==> config.mk <==
export PLATFORM = sky130hd
export DESIGN_NAME = apu_frame_counter
export DESIGN_NICKNAME = d
export VERILOG_FILES = /design/src/rtl/apu_frame_counter.sv
export SDC_FILE = /design/constraint.sdc
export NUM_CORES = 1
export LEC_CHECK = 0
export CAP_MARGIN = 25
export CORE_MARGIN = 2
export CORE_UTILIZATION = 50
export DETAILED_ROUTE_END_ITERATION = 12
export PLACE_DENSITY = 0.78
export SLEW_MARGIN = 20
export SYNTH_ARGS = -nofsm -noshare
export SYNTH_HDL_FRONTEND = slang
export SYNTH_SLANG_ARGS = --single-unit
==> constraint.sdc <==
create_clock -name clk_ph2_i -period 2.4 [get_ports clk_ph2_i]
set_input_delay 0.48 -clock clk_ph2_i [delete_from_list [all_inputs] [get_ports clk_ph2_i]]
set_output_delay 0.48 -clock clk_ph2_i [all_outputs]
set_load 0.01 [all_outputs]
==> src/rtl/apu_frame_counter.sv <==
// rtl/apu_frame_counter.sv - APU frame sequencer
// Quarter/half-frame clock generator with frame-interrupt flag and deferred $4017 sequence reset.
module apu_frame_counter #(
  parameter int unsigned STEP1 = 7457,
  parameter int unsigned STEP2 = 14913,
  parameter int unsigned STEP3 = 22371,
  parameter int unsigned STEP4 = 29829,
  parameter int unsigned STEP5 = 37281
) (
  input  logic       clk_ph2_i,
  input  logic       rst_i,
  input  logic       wr_4017_i,
  input  logic [7:0] din_i,
  input  logic       rd_4015_i,
  output logic       q_frame_o,
  output logic       h_frame_o,
  output logic       frame_irq_o,
  output logic       irq_o
);

  localparam logic [15:0] S1   = 16'(STEP1);
  localparam logic [15:0] S2   = 16'(STEP2);
  localparam logic [15:0] S3   = 16'(STEP3);
  localparam logic [15:0] S4   = 16'(STEP4);
  localparam logic [15:0] S4M1 = 16'(STEP4 - 1);
  localparam logic [15:0] S5   = 16'(STEP5);

  typedef enum logic {ST_IDLE, ST_PENDING} state_e;

  state_e      state_q, state_d;
  logic [15:0] cnt_q, cnt_d;
  logic [2:0]  dly_q, dly_d;
  logic        mode_q, mode_d;
  logic        inhibit_q, inhibit_d;
  logic        pend_mode_q, pend_mode_d;
  logic        parity_q, parity_d;
  logic        wrap4_q, wrap4_d;
  logic        exp5_q, exp5_d;
  logic        q_q, q_d;
  logic        h_q, h_d;
  logic        flag_q, flag_d;

  logic hit1, hit2, hit3, hit4, hit4m1, hit5;
  logic at_wrap, expire, step_qh, irq_set, irq_kill;
  logic unused_din;

  assign unused_din = ^din_i[5:0];

  assign hit1   = (cnt_q == S1);
  assign hit2   = (cnt_q == S2);
  assign hit3   = (cnt_q == S3);
  assign hit4   = (cnt_q == S4);
  assign hit4m1 = (cnt_q == S4M1);
  assign hit5   = (cnt_q == S5);

  assign at_wrap = mode_q ? hit5 : hit4;
  // dly counts the edges still to go; the edge where it would reach zero performs the reset
  assign expire  = (state_q == ST_PENDING) && !wr_4017_i && (dly_q == 3'd1);
  assign step_qh = hit2 || (!mode_q && hit4) || (mode_q && hit5);

  assign irq_set  = !mode_q && !inhibit_q && (hit4m1 || hit4 || wrap4_q);
  assign irq_kill = wr_4017_i && din_i[6];

  always_comb begin
    state_d     = state_q;
    dly_d       = dly_q;
    pend_mode_d = pend_mode_q;
    mode_d      = mode_q;
    inhibit_d   = inhibit_q;
    exp5_d      = 1'b0;
    cnt_d       = at_wrap ? 16'd0 : cnt_q + 16'd1;

    case (state_q)
      ST_IDLE: begin
        if (wr_4017_i) begin
          state_d = ST_PENDING;
        end
      end
      ST_PENDING: begin
        if (expire) begin
          state_d = ST_IDLE;
          cnt_d   = 16'd0;
          mode_d  = pend_mode_q;
          exp5_d  = pend_mode_q;
        end else if (!wr_4017_i) begin
          dly_d = dly_q - 3'd1;
        end
      end
      default: state_d = ST_IDLE;
    endcase

    // A write (also one landing while pending) restarts the delay from the current parity
    if (wr_4017_i) begin
      inhibit_d   = din_i[6];
      pend_mode_d = din_i[7];
      dly_d       = parity_q ? 3'd3 : 3'd2;
    end
  end

  always_comb begin
    parity_d = ~parity_q;
    wrap4_d  = !mode_q && hit4;
    q_d      = exp5_q || (!expire && (hit1 || hit3 || step_qh));
    h_d      = exp5_q || (!expire && step_qh);
    flag_d   = flag_q;
    if (irq_kill) begin
      flag_d = 1'b0;
    end else if (irq_set) begin
      flag_d = 1'b1;
    end else if (rd_4015_i) begin
      flag_d = 1'b0;
    end
  end

  always_ff @(posedge clk_ph2_i) begin
    if (rst_i) begin
      state_q     <= ST_IDLE;
      cnt_q       <= 16'd0;
      dly_q       <= 3'd0;
      mode_q      <= 1'b0;
      inhibit_q   <= 1'b0;
      pend_mode_q <= 1'b0;
      parity_q    <= 1'b0;
      wrap4_q     <= 1'b0;
      exp5_q      <= 1'b0;
      q_q         <= 1'b0;
      h_q         <= 1'b0;
      flag_q      <= 1'b0;
    end else begin
      state_q     <= state_d;
      cnt_q       <= cnt_d;
      dly_q       <= dly_d;
      mode_q      <= mode_d;
      inhibit_q   <= inhibit_d;
      pend_mode_q <= pend_mode_d;
      parity_q    <= parity_d;
      wrap4_q     <= wrap4_d;
      exp5_q      <= exp5_d;
      q_q         <= q_d;
      h_q         <= h_d;
      flag_q      <= flag_d;
    end
  end

  assign q_frame_o   = q_q;
  assign h_frame_o   = h_q;
  assign frame_irq_o = flag_q;
  assign irq_o       = ~flag_q;

endmodule

== After elaboration in Yosys (flattened, before gate mapping) ==
Index checks and enable logic that the tools add are counted.

* Register bits: 29
* Word-level logic and storage cells: 66
* Input bits: 12

* Add/sub/neg operators: 2
* Equality and inequality tests: 8
* Reduce and logical (&&, ||, !) cells: 27
* Mux-type cells: 13
* Bitwise logic cells: 4

{| class="wikitable"
|+ Operator list
! cell !! number
|-
| 16-bit by 15-bit == test with 1-bit output, second input constant || 3
|-
| 16-bit two-way mux || 3
|-
| 16-bit by 1-bit adder with 16-bit output, second input constant || 1
|-
| 16-bit by 13-bit == test with 1-bit output, second input constant || 1
|-
| 16-bit by 14-bit == test with 1-bit output, second input constant || 1
|-
| 16-bit == test, second input constant || 1
|-
| 1-bit logical AND || 9
|-
| 3-bit two-way mux || 3
|-
| 1-bit logical OR || 8
|-
| 1-bit two-way mux || 6
|-
| 1-bit logical NOT || 4
|-
| 1-bit NOT || 4
|-
| 2-bit AND reduction || 2
|-
| 2-bit nonzero test || 2
|-
| 3-bit by 1-bit == test with 1-bit output, second input constant || 1
|-
| 3-bit OR reduction || 1
|-
| 3-bit by 1-bit subtractor with 3-bit output, second input constant || 1
|-
| 2-bit inequality test, second input constant || 1
|-
| 1-bit case mux with 2 select lines || 1
|-
| 2-bit OR reduction || 1
|}

== Longest topological paths before layout ==
* Word-level depth: 7
* Mapped depth: 8
* Gate-level depth less buffers: 7

== Worst setup path before layout ==
Ideal clock, no wire load.

* Kind: reg2reg
* Start point: register cnt_q[0]
* End point: register cnt_q[2]
* Data required time: 2.285 ns
* Cell stages (with the launch flop): 8
* Setup slack: 0.663 ns
* Clock period less this slack: 1.737 ns
* Library setup time: 0.115 ns
* Buffers on the path: 1
* Data arrival time: 1.622 ns
* Path through: dfxtp_1 -> ha_1 -> nand2b_4 -> or4_1 -> nor3_2 -> nand3b_4 -> buf_8 -> nor2_1

* Word-level cells in the longest chain between the ends: 5
* Elaborated cells between the ends (all ways): 7
* Those cells by class: 1 x add/sub; 2 x eq/ne; 4 x mux

{| class="wikitable"
|+ RTL lines
! item !! RTL line !! RTL
|-
| start, declared || 31 || <nowiki>logic [15:0] cnt_q, cnt_d;</nowiki>
|-
| start signal, assigned || 131 || <nowiki>cnt_q <= cnt_d;</nowiki>
|-
| parallel branches: the longest is 2 deep, another holds 16-bit by 1-bit adder with 16-bit output || -- ||
|-
| 16-bit two-way mux * || 71 || <nowiki>cnt_d = at_wrap ? 16'd0 : cnt_q + 16'd1;</nowiki>
|-
| 16-bit two-way mux || 80 || <nowiki>if (expire) begin</nowiki>
|-
| 16-bit two-way mux * || 73 || <nowiki>case (state_q)</nowiki>
|}

Every way passes the cells marked *.
A chain may end at the register's enable or synchronous reset.

== Final worst setup path ==
* Start point: register cnt_q[0]
* End point: register cnt_q[12]

Same word-level chain as after synthesis.

==> impl_metrics.json <==
{
  "grt_resource_usage_total": 0.184,
  "report.final.slew_viol_count": 0,
  "max-slew-margin-rel": 0.596,
  "synth_top_family_by_area": "simple AND/OR/NAND/NOR gates",
  "post-route-period-util": 0.806,
  "peakVddDrop_v": 0.000703,
  "path_clk_slew_ns": 0.10,
  "yosys.area.top_type_share": 0.411,
  "worstSetupEndpointType": "flop",
  "first_global_vias": 1054,
  "drt-pass1-iter-count": 4,
  "timing.critical_path.arrival_ns": 2.16,
  "netlist_area_sq_um": 1410,
  "outcome": "completed",
  "fin_skew_ns": 0.0106,
  "power.density_nw_per_um2": 679,
  "synth.largest_area_cell": "dfxtp_1",
  "grt_overflow": 0,
  "post_cts_hold_buffer_count": 0,
  "synth_compound_area_frac": 0.0700,
  "synth-simple-area-share": 0.306,
  "clock_latency_ns": 0.34,
  "route.detailed.vias_per_inst": 5.58,
  "place_hpwl_um": 1910,
  "antenna_left": 0,
  "crit_path_cell_trace": "ha_1 > nand2b_4 > or4_1 > nor3_2 > nand3b_4 > nor2_1",
  "fmax_mhz": 517,
  "sequential_cell_area_fraction_in_the_yosys_report": 0.411,
  "dieHeight_um": 57.2,
  "number_of_enable_flip_flop_cells_after_synthesis": 0,
  "postSynth.topFlopCell": "dfxtp_1",
  "share_of_final_layout_standard_cells_stronger_than_drive_strength_1": 0.0994,
  "globalplace.congestion": 0.845,
  "grt_pass1_wl_um": 4640,
  "most_area_consuming_cells_after_synthesis": "dfxtp_1, nor2_1, xor2_1",
  "area_growth_pct": 12.8,
  "power.static_leakage_nw": 0.589,
  "numPortBuffers": 9,
  "floorplan.initialDensity": 0.521,
  "ys_async_rst_share": 0,
  "synthTopCellsByCount": "nor2_1, dfxtp_1, inv_1, xor2_1, nand2_1",
  "synth.avg_cell_area_sq_um": 8.77,
  "critical_path_class": "flop to flop",
  "syn_inst": 161,
  "finalHoldViolCount": 0,
  "post_drt_wl_per_cell_um": 13.1,
  "worst_case_clock_buffer_depth": 2,
  "period_minus_slack_ns": 1.94,
  "worstSetupStartpointType": "flop",
  "num_antenna_cells": 0,
  "cts_tree": "built",
  "post-route-drc-count": 0,
  "post_synth_mux_area_share": 0.00709,
  "cts_post_setup_buffers_inserted": 0,
  "cts_max_level": 2,
  "cts_root_buffer": "clkbuf_4",
  "drv.max_cap_violation_count": 0,
  "ff_latch_count_synth": 29,
  "fin_setup_tns_ns": 0,
  "post_synth_fa_ha_maj_area_fraction": 0.0443,
  "worst_path_max_delay_cell": "or4_1",
  "finalNetCount": 187,
  "wirelength_um": 2650,
  "grt_start_max_net_pins": 17,
  "synth_most_common_cell": "nor2_1",
  "chipWidth_um": 57.2,
  "fp-row-count": 19,
  "yosys_warnings": 0,
  "io-pin-count": 16,
  "post_cts_resize_count": 0,
  "rsz0062_at_grt": "no",
  "fraction_of_synthesized_cell_area_in_xor_and_xnor_cells": 0.0930,
  "type_of_the_worst_min_delay_path": "flop to flop",
  "finalSetupViolations": 0,
  "cts_made_buffers": 5,
  "worst_pin_slew_ns": 0.601,
  "vias": 1128,
  "antenna_found_initial": 0,
  "worst_ep_required_time_ns": 2.62,
  "power.total_mw": 1.08,
  "coreArea_sq_um": 2710,
  "synth_fp_nets": 178,
  "die-area_sq_um": 3270,
  "yosysUniqueCellTypes": 41,
  "detail_route.iter0.violations": 37,
  "cts_num_sinks": 29,
  "timing.critical_path.slowest_cell_delay_ns": 0.50,
  "critical_path_peak_fanout": 16
}
worst max-delay path: cells and delay by family (launching register included):
family / cells / cell delay (ns)
fa+ha+maj: 1 / 0.29
flops: 1 / 0.43
simple gates: 5 / 1.10
sequential cells by signal (all words and copies together) (netlist names):
register     flops
q_frame_o        1
exp5_q           1
inhibit_q        1
parity_q         1
dly_q            3
h_frame_o        1
mode_q           1
state_q          1
wrap4_q          1
pend_mode_q      1
frame_irq_o      1
cnt_q           16
report_power, final:
group          total [mW]  internal, mW  leakage, nW  switching [mW]
logic              0.0727        0.0319        0.298          0.0408
clock network       0.504         0.322       0.0552           0.181
registers           0.505         0.494        0.236          0.0109
total                1.08         0.848        0.589           0.233
path summary, 6_finish.rpt:
check	depth (start not counted)	slack, ns	endpoint	from
worst max-delay path	6	0.46	cnt_q[12]$_SDFF_PP0_	cnt_q[0]$_SDFF_PP0_
worst min-delay path	1	0.43	parity_q$_SDFF_PP0_	parity_q$_SDFF_PP0_
worst max register to register	6	0.46	cnt_q[12]$_SDFF_PP0_	cnt_q[0]$_SDFF_PP0_
worst min register to register	1	0.43	parity_q$_SDFF_PP0_	parity_q$_SDFF_PP0_
per-stage QoR:
step           hold WS (ns)  worst slack [ns]  std cells   util  instance area, sq um
6_report              0.434             0.465        202  0.588                  1590
5_1_grt               0.448             0.380        202  0.588                  1590
4_1_cts               0.436             0.471        202  0.588                  1590
3_5_place_dp          0.421             0.433        194  0.550                  1490
3_3_place_gp          0.409             0.490        194  0.550                  1490
2_1_floorplan         0.394             0.663        161      -                  1410
metal layers:
layer | track usage | vias up | wire length, um
li1 | - | 565 | -
met1 | 0.236 | 541 | 1260
met2 | 0.287 | 15 | 1250
met3 | 0.0680 | 7 | 94
met4 | 0.0598 | 0 | 48
met5 | 0 | - | 0
logic make-up after synthesis:
group	after synthesis
xor+xnor	15
simple gates	78
mux	1
flops	29
fa+ha+maj	5
compound gates	15
buf+inv	18
cell usage in the layout, fill, tap and decap left out, types with 2 or more instances in the layout:
cell type	instances
clkdlybuf4s50_1	9
xor2_1	10
and4bb_2	2
nand4b_1	3
nor2_1	31
o21ai_0	3
nand3_1	7
clkbuf_4	5
ha_1	5
xnor2_1	5
a211oi_1	3
nand4_1	5
bufinv_16	2
inv_1	10
nand2_1	9
nor3_1	7
dfxtp_1	29
a21oi_1	4
cell type report:
cell class	count	area, sq um
Inverter	10	37.5
Sequential cell	29	581
Tap cell	31	38.8
Clock inverter	3	65.1
Timing Repair Buffer	10	97.6
Clock buffer	5	37.5
Multi-Input combinational cell	114	736
Fill cell	258	1120
Note: power is estimated with default switching activity, not from simulation.
